### config.mk
export PLATFORM = sky130hd
export DESIGN_NAME = digit_serial_subtractor
export DESIGN_NICKNAME = d
export VERILOG_FILES = /design/src/rtl/digit_serial_subtractor.sv
export SDC_FILE = /design/constraint.sdc
export NUM_CORES = 1
export LEC_CHECK = 0
export BUFFER_PORTS_ARGS = -buffer_cell sky130_fd_sc_hd__buf_2
export CAP_MARGIN = 40
export CORE_MARGIN = 5
export CORE_UTILIZATION = 55
export CTS_BUF_LIST = sky130_fd_sc_hd__clkbuf_4
export DETAILED_ROUTE_END_ITERATION = 10
export PLACE_DENSITY = 0.76
export SYNTH_ARGS = -nofsm -noshare
export SYNTH_HDL_FRONTEND = slang
export SYNTH_SLANG_ARGS = --single-unit
### constraint.sdc
create_clock -name clk -period 8.7 [get_ports clk]
set_input_delay 0.87 -clock clk [delete_from_list [all_inputs] [get_ports clk]]
set_output_delay 0.87 -clock clk [all_outputs]
set_load 0.03 [all_outputs]
### src/rtl/digit_serial_subtractor.sv
// Multi-cycle unsigned subtractor: diff = a - b - borrow_in, DIGIT bits per clock over WIDTH/DIGIT cycles.
// Optional macro SUB_SATURATE_EN clamps an underflowing result to zero at completion.
module digit_serial_subtractor #(
    parameter int WIDTH = 16,
    parameter int DIGIT = 4
) (
    input  logic             clk,
    input  logic             rst,
    input  logic             start,
    input  logic [WIDTH-1:0] a,
    input  logic [WIDTH-1:0] b,
    input  logic             borrow_in,
    output logic             busy,
    output logic             done,
    output logic [WIDTH-1:0] diff,
    output logic             borrow_out,
    output logic             zero
);

    localparam int N  = WIDTH / DIGIT;
    localparam int CW = (N > 1) ? $clog2(N) : 1;
    localparam logic [CW-1:0] LAST = CW'(N - 1);

    typedef enum logic [1:0] {
        IDLE = 2'd0,
        RUN  = 2'd1,
        DONE = 2'd2
    } state_t;

    state_t            state;
    state_t            state_next;

    logic [WIDTH-1:0]  a_reg;
    logic [WIDTH-1:0]  b_reg;
    logic [WIDTH-1:0]  res_reg;
    logic              borrow_reg;
    logic [CW-1:0]     cnt;

    logic              accept;
    logic              last;
    int                base;
    logic [DIGIT-1:0]  a_dig;
    logic [DIGIT-1:0]  b_dig;
    logic [DIGIT:0]    dig_sum;
    logic [DIGIT-1:0]  d;
    logic              bout;
    logic [WIDTH-1:0]  res_next;
    logic [WIDTH-1:0]  final_diff;
    logic              final_zero;

    // Start is honoured in IDLE and in the single DONE cycle; a running operation is never disturbed.
    assign accept = start && (state != RUN);
    assign last   = (cnt == LAST);
    assign busy   = (state == RUN);
    assign done   = (state == DONE);

    always_ff @(posedge clk or posedge rst) begin
        if (rst) begin
            state <= IDLE;
        end else begin
            state <= state_next;
        end
    end

    always_comb begin
        state_next = state;
        case (state)
            IDLE:    if (start) state_next = RUN;
            RUN:     if (last)  state_next = DONE;
            DONE:    state_next = start ? RUN : IDLE;
            default: state_next = IDLE;
        endcase
    end

    // One digit of the borrow chain; the sign bit of the (DIGIT+1)-bit difference is the new borrow.
    always_comb begin
        base     = int'(cnt) * DIGIT;
        a_dig    = a_reg[base +: DIGIT];
        b_dig    = b_reg[base +: DIGIT];
        dig_sum  = {1'b0, a_dig} - {1'b0, b_dig} - {{DIGIT{1'b0}}, borrow_reg};
        d        = dig_sum[DIGIT-1:0];
        bout     = dig_sum[DIGIT];
        res_next = res_reg;
        res_next[base +: DIGIT] = d;
    end

`ifdef SUB_SATURATE_EN
    always_comb begin
        final_diff = bout ? '0 : res_next;
        final_zero = bout ? 1'b1 : (res_next == '0);
    end
`else
    always_comb begin
        final_diff = res_next;
        final_zero = (res_next == '0);
    end
`endif

    // Operand capture, digit iteration and result publication; published outputs only change at completion.
    always_ff @(posedge clk or posedge rst) begin
        if (rst) begin
            a_reg      <= '0;
            b_reg      <= '0;
            res_reg    <= '0;
            borrow_reg <= 1'b0;
            cnt        <= '0;
            diff       <= '0;
            borrow_out <= 1'b0;
            zero       <= 1'b0;
        end else if (accept) begin
            a_reg      <= a;
            b_reg      <= b;
            res_reg    <= '0;
            borrow_reg <= borrow_in;
            cnt        <= '0;
        end else if (state == RUN) begin
            res_reg    <= res_next;
            borrow_reg <= bout;
            cnt        <= cnt + 1'b1;
            if (last) begin
                diff       <= final_diff;
                borrow_out <= bout;
                zero       <= final_zero;
            end
        end
    end

endmodule

==> flow_summary_export.csv, run 1 <==
group,metric,value,unit
finish,n_antenna_cell,0,
route,drtPass1Iterations,4,
worst_setup_path,endpoint_kind,"register",
worst_setup_path,arrival,3640,ps
route,ant_nets,0,
logic_synthesis,synth_async_sr_flop_share,100,%
clocking,post_cts_buffers,0,
sta,relSlewSlack,49.8,%
logic_synthesis,synth-edff-count,0,
logic_synthesis,synth_xor_area_share,1.26,%
sta,fin_crit_sh,38.2,%
die,core.rowCount,28,
sta,drv_slew,0,
global_route,use_met3,4.19,%
finish,layout.nets,389,
sta,setup_tns,0,ps
sta,tightest_slew,747,ps
worst_setup_path,worstPathMaxFanout,16,
logic_synthesis,muxShareOfSynthArea,16.0,%
global_route,grt_overflow,0,
sta,period_needed,3320,ps
logic_synthesis,ys.warnings.count,0,
status,status,"completed",
logic_synthesis,ys_seq_area_share,52.7,%
hold_path,hold_class,"reg -> reg",
finish,area_delta_synth_final,14.9,%
logic_synthesis,syn_area_per_cell,11.9,um2
route,drc,0,
sta,rsz0062_at_grt,"no",
finish,final_common_cell,"dfrtp_1",
global_route,busiest_layer,"met2",
logic_synthesis,synthCells,283,
logic_synthesis,synth_nets,331,
die,io_pins,56,
sta,fin_skew,16.1,ps
worst_setup_path,critical_path.startpoint_type,"register",
clocking,cts.clk_slew.worst_paths,110,ps
logic_synthesis,synth-simple-area-share,10.1,%
sta,fmax,301,MHz
place,hpwl,5140,um
route,routed_wl,7080,um
finish,layout-drive-gt1-share,35.0,%
clocking,cts-root-buf,"clkbuf_4",
clocking,clock_path_buffers,2,
clocking,clk_latency,410,ps
global_route,grt_usage,20.4,%
global_route,grt_pass1_vias,2392,
die,start_util,56.6,%
logic_synthesis,ys.flop_type,"dfrtp_1",
die,dieArea,7800,um2
clocking,cts_tree,"done",
sta,setup_violations,0,
logic_synthesis,syn-cell-area,3370,um2
clocking,holdBufCountCts,0,
place,place_congestion,0.871,
die,core_area,5960,um2
clocking,cts_resized,0,
logic_synthesis,synth-seq-cells,71,
place,io_buffers,55,
route,drt-initial-drc-count,155,
flow_run,cap_viol_max_count,0,
logic_synthesis,synth_top_family_by_area,"multiplexers",
worst_setup_path,required,9010,ps
worst_setup_path,path_class,"reg -> reg",
clocking,cts_buffers,9,
global_route,met1_usage,26.7,%
logic_synthesis,synthAdderAreaFrac,4.90,%
global_route,grt_pass1_wl,12000,um
global_route,antenna_found_initial,0,
finish,final_cell_mix,"71 x dfrtp_1, 55 x buf_2, 32 x mux2_2",
die,die_w,88.3,um
global_route,grt_max_degree,37,
route,via_per_inst,5.62,
sta,hold_viol_final,0,
route,via_count,2364,
logic_synthesis,synth_compound_area_share,11.9,%
die,die_h,88.3,um
clocking,clock_sinks,71,
global_route,grt_use_met2,33.4,%
route,wl_per_cell,16.8,um
logic_synthesis,yosysUniqueCellTypes,37,
clocking,cts_max_level,3,
[through the flow]
stage | hold WS [ps] | instances | setup slack [ps] | utilization, % | area, um2
floorplan | 458 | 283 | 5740 | - | 3370
global placement | 459 | 404 | 5470 | 62.5 | 3720
detailed placement | 465 | 405 | 5380 | 62.9 | 3740
CTS | 488 | 421 | 5380 | 65.1 | 3880
global route | 506 | 421 | 5180 | 65.1 | 3880
finish | 483 | 421 | 5380 | 65.1 | 3880
[final timing paths]
check,from,to,slack [ps],cells past startpoint
worst max-delay path,cnt[0]$_DFFE_PP0P_,zero$_DFFE_PP0P_,5380,6
worst min-delay path,diff[9]$_DFFE_PP0P_,diff[9]$_DFFE_PP0P_,480,2
worst max register to register,cnt[0]$_DFFE_PP0P_,zero$_DFFE_PP0P_,5380,6
worst min register to register,diff[9]$_DFFE_PP0P_,diff[9]$_DFFE_PP0P_,480,2
max in group asynchronous,rst,diff[12]$_DFFE_PP0P_,7600,4
min in group asynchronous,rst,state[1]$_DFFE_PP0P_,540,3
[layer usage]
metal / part of all wire, % / up-vias
li1: - / 1128
met1: 43 / 1163
met2: 50 / 63
met3: 4.9 / 10
met4: 1.8 / 0
met5: 0 / -
[critical path: stages (launching register included)]
cell     delay (ps)
dfrtp_1         850
mux4_2          600
fa_1            430
fa_1            600
a22oi_1         300
nand4_1         160
o41ai_2         280
[kinds of logic (layout without fill, tap and decap cells)]
| kind of cell | after synthesis | in the layout |
|---|---|---|
| buf+inv | 28 | 91 |
| flops | 71 | 71 |
| xor+xnor | 4 | 4 |
| simple gates | 66 | 66 |
| mux | 40 | 40 |
| fa+ha+maj | 12 | 12 |
| compound gates | 62 | 62 |
[synthesized netlist by cell type (all sizes together), types with 2 or more instances]
cell / count / area, um2
nand3: 3 / 15.0
fa: 2 / 40.0
xnor2: 3 / 33.8
a32o: 7 / 70.1
ha: 10 / 125
a22o: 4 / 35.0
nor4bb: 2 / 20.0
inv: 14 / 52.6
nor3: 3 / 15.0
nand2: 28 / 105
nand4: 2 / 12.5
nor2: 7 / 26.3
o21ai: 28 / 140
a22oi: 3 / 22.5
mux4: 8 / 180
nor4: 2 / 18.8
clkbuf: 9 / 33.8
mux2: 32 / 360
dfrtp: 71 / 1780
nor2b: 14 / 95.1
a21oi: 13 / 68.8
nand2b: 4 / 25.0
buf: 5 / 21.3
[area by class of cell]
class / count / area [um2]
Timing Repair Buffer: 61 / 333
Clock buffer: 11 / 82.6
Fill cell: 512 / 2080
Clock inverter: 5 / 48.8
Tap cell: 75 / 93.8
Inverter: 14 / 52.6
Sequential cell: 71 / 1780
Multi-Input combinational cell: 184 / 1490
Power of run 1 is not shown: default switching activity piles up to over one toggle a cycle in this logic, so the estimate is an artifact.
==> run 2: changes to the inputs <==
clock period = 3.3 ns   (was 8.7 ns; I/O delays follow)
==> run 2 against run 1 <==
Non-clock buffer count grew 5; worst hold slack got worse by 480 ps; critical path depth is 3 higher; critical path type unchanged; cell area rose by 0.65%; register-to-register slack lost 4900 ps; cell count increased by 1.2%; clock-buffer cell count did not move; sequential share of layout area is 0.29 points lower; utilization grew 0.42 points; clock skew is 4.1 ps lower; flip-flop and latch count did not move; worst setup slack worse by 4900 ps.
==> flow_summary_export.csv, run 2 (synthesis gave the netlist of run 1 again) <==
group,metric,value,unit
finish,final_cell_mix,"71 x dfrtp_1, 55 x buf_2, 32 x mux2_2",
route,routed_wl,7160,um
finish,layout-drive-gt1-share,36.5,%
sta,fin_crit_sh,86.6,%
sta,tightest_slew,819,ps
route,via_count,2375,
global_route,grt_pass1_wl,12300,um
place,dp_slack,478,ps
sta,setup_tns,0,ps
worst_setup_path,cp_top_family,"adder cells",
place,hpwl,5340,um
global_route,grt_pass1_vias,2553,
flow_run,cap_viol_max_count,0,
status,status,"completed",
clocking,cts_max_level,3,
finish,regArea,1780,um2
worst_setup_path,crit_top_cell,"fa_1",
die,die_w,88.3,um
route,drc,0,
sta,relSlewSlack,45.0,%
clocking,clk_latency,430,ps
finish,area_delta_synth_final,15.7,%
sta,setup_ws,441,ps
route,via_per_inst,5.58,
clocking,cts_buffers,9,
place,place_congestion,0.957,
clocking,clock_sinks,71,
sta,setup_violations,0,
die,core.rowCount,28,
sta,drv_slew,0,
finish,instances_no_fill,426,
worst_setup_path,path_buf_inv,2,
clocking,cts-root-buf,"clkbuf_4",
finish,n_fill_cell,469,
finish,multi_input_area,1490,um2
worst_setup_path,slowest_delay,600,ps
clocking,holdBufCountCts,0,
worst_setup_path,critical_path.startpoint_type,"register",
global_route,grt_max_degree,35,
worst_setup_path,cp_slowest_cell,"fa_1",
route,routed-wl-met3,451,um
worst_setup_path,required,3620,ps
die,dieArea,7800,um2
route,ant_nets,0,
global_route,grt_usage,20.9,%
place,dp.cells,410,
worst_setup_path,worstPathMaxFanout,10,
route,wl_met1,3040,um
sta,rsz0062_at_grt,"no",
sta,hold_viol_final,0,
hold_path,hold_class,"in -> async",
die,core_area,5960,um2
worst_setup_path,endpoint_kind,"register",
place,io_buffers,55,
finish,final_common_cell,"dfrtp_1",
worst_setup_path,path_class,"reg -> reg",
route,met2_length,3490,um
route,wl_per_cell,16.8,um
finish,layout.nets,394,
worst_setup_path,crit_chain,"buf_4, mux4_2, inv_1, fa_1, fa_1, o21ai_0, o221a_2, nand4_1, o41ai_2",
sta,fmax,350,MHz
clocking,cts.clk_slew.worst_paths,110,ps
finish,n_antenna_cell,0,
clocking,post_cts_buffers,0,
die,io_pins,56,
route,drt-initial-drc-count,116,
global_route,antenna_found_initial,0,
route,routed.top_layer,"met4",
global_route,grt_overflow,0,
sta,period_needed,2860,ps
sta,fin_skew,12.0,ps
clocking,clock_path_buffers,2,
finish,final_area,3900,um2
clocking,cts_resized,0,
die,start_util,56.6,%
route,drtPass1Iterations,4,
worst_setup_path,arrival,3180,ps
place,place_area,3770,um2
die,die_h,88.3,um
clocking,cts_tree,"done",
[run 2: cell types whose count changed in the layout (fill, tap and decap cells not counted)]
cell / previous run / this run
buf_4: 5 / 11
clkinvlp_4: 1 / 0
buf_12: 1 / 0
clkinv_1: 3 / 1
clkinv_2: 0 / 3
[run 2: cell type report]
class | instances | area share [%]
clock buffer | 11 | 2.12
clock inverter | 5 | 1.25
multi-input combinational | 184 | 38.2
sequential | 71 | 45.5
tap | 75 | 2.41
inverter | 14 | 1.35
timing repair buffer | 66 | 9.17
[run 2: metal layers]
metal | track usage, % | vias to the layer above
li1 | - | 1138
met1 | 27.1 | 1138
met2 | 32.7 | 83
met3 | 6.42 | 16
met4 | 8.93 | 0
met5 | 0 | -
[run 2: path summary, 6_finish.rpt]
path | depth (start not counted) | to | start | slack [ps]
setup / recovery | 9 | zero$_DFFE_PP0P_ | cnt[0]$_DFFE_PP0P_ | 440
hold / removal | 2 | state[0]$_DFFE_PP0P_ | rst | 4
setup reg to reg | 9 | zero$_DFFE_PP0P_ | cnt[0]$_DFFE_PP0P_ | 440
hold reg to reg | 2 | diff[10]$_DFFE_PP0P_ | diff[10]$_DFFE_PP0P_ | 490
max in group asynchronous | 3 | a_reg[14]$_DFFE_PP0P_ | rst | 2560
min in group clk | 2 | b_reg[15]$_DFFE_PP0P_ | b[15] | 130
[run 2: metrics by stage]
| stage | hold slack, ps | utilization (%) |
|---|---|---|
| after detailed placement | 465 | 63.3 |
| after CTS | 20.0 | 65.5 |
| after floorplan | 428 | - |
| after global routing | 57.9 | 65.5 |
| final | 3.83 | 65.5 |
| after global placement | 457 | 63.3 |
[run 2: worst reg2reg max path: cells and delay by family, from the launching register on]
kind	cells	cell delay (ps)
compound gates	3	630
fa+ha+maj	2	1040
buf+inv	2	240
flops	1	420
mux	1	340
simple gates	1	100
Power of run 2 is left out for the same reason.
==> run 3: changes to the inputs <==
==> constraint.sdc (replaced) <==
create_clock -name clk -period 3.3 [get_ports clk]
set_input_delay 0.165 -clock clk [delete_from_list [all_inputs] [get_ports clk]]
set_output_delay 0.165 -clock clk [all_outputs]
set_load 0.03 [all_outputs]
==> run 3 against run 2 <==
Worst setup slack about the same; first-iteration DRC count is 1.7% lower; routed wire length is 6.1% higher; highest routed layer unchanged; maximum frequency barely moved.
==> flow_summary_export.csv, run 3 (synthesis gave the netlist of run 1 again) <==
group,metric,value,unit
clocking,clock_sinks,71,
power,p_switching,2.15,mW
hold_path,hold_depth,2,
route,wl_per_cell,16.7,um
worst_setup_path,rr_startpoint,"cnt[0]$_DFFE_PP0P_",
power,p_clk_share,9.5,%
clocking,cts-root-buf,"clkbuf_4",
route,drt-initial-drc-count,114,
die,start_util,56.6,%
sta,setup_ws,441,ps
worst_setup_path,arrival,3190,ps
global_route,grt_pass1_vias,2599,
worst_setup_path,path_class,"reg -> reg",
sta,rsz0062_at_grt,"no",
worst_setup_path,crit_top_cell,"fa_1",
hold_path,hold_end,"cnt[1]$_DFFE_PP0P_",
hold_path,min-delay-start,"start",
status,status,"completed",
hold_path,hold_class,"in -> reg",
finish,layout.nets,425,
power,p_int,2.58,mW
clocking,clock_path_buffers,2,
clocking,clk_latency,420,ps
worst_setup_path,crit_chain,"buf_4, mux4_2, inv_1, fa_1, fa_1, a22oi_1, nand4_1, o41ai_2",
place,hpwl,5220,um
clocking,cts_max_level,3,
route,drc,0,
worst_setup_path,r2r_end,"zero$_DFFE_PP0P_",
sta,setup_violations,0,
power,p_comb_share,59.7,%
sta,period_needed,2860,ps
sta,setup_tns,0,ps
die,core_area,5960,um2
die,die_h,88.3,um
sta,whs,14.3,ps
flow_run,cap_viol_max_count,0,
route,routed_wl,7600,um
clocking,post_cts_buffers,0,
sta,hold_viol_final,0,
place,io_buffers,55,
worst_setup_path,ff2ff_setup_slack,440,ps
power,power.share.sequential,30.8,%
route,via_per_inst,5.55,
sta,fin_crit_sh,86.6,%
worst_setup_path,r2r_cells,8,
finish,final_cell_mix,"71 x dfrtp_1, 55 x buf_2, 33 x dlygate4sd3_1",
clocking,cts.clk_slew.worst_paths,110,ps
clocking,cts_buffers,9,
sta,drv_slew,0,
clocking,cts_tree,"done",
power,vdd_drop_max,0.000764,V
global_route,grt_max_degree,38,
global_route,antenna_found_initial,0,
clocking,cts_resized,0,
power,p_sw_share,45.5,%
sta,tightest_slew,800,ps
finish,finalCoreUtilization,70.3,%
route,drtPass1Iterations,4,
route,ant_nets,0,
global_route,grt_overflow,0,
power,p_leak,1.96,nW
power,powerDensity,1130,nW/um2
finish,n_antenna_cell,0,
die,dieArea,7800,um2
die,io_pins,56,
worst_setup_path,endpoint_kind,"register",
die,die_w,88.3,um
finish,area_delta_synth_final,24.1,%
place,dp_slack,490,ps
worst_setup_path,worstPathMaxFanout,10,
finish,final_common_cell,"dfrtp_1",
worst_setup_path,cp_slowest_cell,"fa_1",
clocking,holdBufCountCts,33,
worst_setup_path,critical_path.startpoint_type,"register",
route,via_count,2531,
sta,fmax,350,MHz
sta,relSlewSlack,46.2,%
worst_setup_path,required,3630,ps
global_route,grt_pass1_wl,12800,um
worst_setup_path,slowest_delay,610,ps
place,place_congestion,0.940,
finish,layout-drive-gt1-share,32.3,%
die,core.rowCount,28,
sta,fin_skew,14.4,ps
global_route,grt_usage,21.7,%
run 3: stage by stage:
step	total power [mW]	std cells	cell area [um2]
after floorplan	3.49	283	3370
after global placement	4.16	408	3750
after detailed placement	4.26	408	3750
after CTS	4.74	456	4190
after global routing	5.08	456	4190
final	4.73	456	4190
run 3: layout make-up:
cell class,instances,area (um2)
multi-input combinational,184,1490
sequential,71,1780
clock buffer,12,90.1
fill,446,1770
inverter,14,52.6
clock inverter,3,11.3
tap,75,93.8
timing repair buffer,97,673
run 3: critical path, delay by kind of cell, from the launching register on:
family,cells,cell delay [ps]
compound gates,2,580
flops,1,420
fa+ha+maj,2,1050
simple gates,1,150
mux,1,330
buf+inv,2,250
run 3: power groups by stage:
stage,clock network [mW],registers (mW),logic [mW]
2_1_floorplan,0,1.58,1.91
3_3_place_gp,0,1.45,2.71
3_5_place_dp,0,1.47,2.78
4_1_cts,0.463,1.46,2.82
5_1_grt,0.502,1.50,3.07
6_report,0.450,1.46,2.82
run 3: how the worst max path moves through the flow:
stage / from / endpoint / slack [ps] / cells past startpoint
floorplan: cnt[0]$_DFFE_PP0P_ / zero$_DFFE_PP0P_ / 340 / 8
global placement: cnt[0]$_DFFE_PP0P_ / zero$_DFFE_PP0P_ / 540 / 9
detailed placement: cnt[0]$_DFFE_PP0P_ / zero$_DFFE_PP0P_ / 490 / 9
CTS: cnt[0]$_DFFE_PP0P_ / zero$_DFFE_PP0P_ / 450 / 9
global route: cnt[0]$_DFFE_PP0P_ / zero$_DFFE_PP0P_ / 220 / 9
finish: cnt[0]$_DFFE_PP0P_ / zero$_DFFE_PP0P_ / 440 / 8
run 3: per-layer routing:
layer | GRT usage (%) | wire [um] | share of wire [%] | vias to the layer above
li1 | - | - | - | 1194
met1 | 27.9 | 3140 | 41 | 1228
met2 | 36.0 | 3820 | 50 | 90
met3 | 3.91 | 449 | 5.9 | 19
met4 | 9.62 | 189 | 2.5 | 0
met5 | 0 | 0 | 0 | -
No activity file was read; power rests on OpenSTA's default activity.
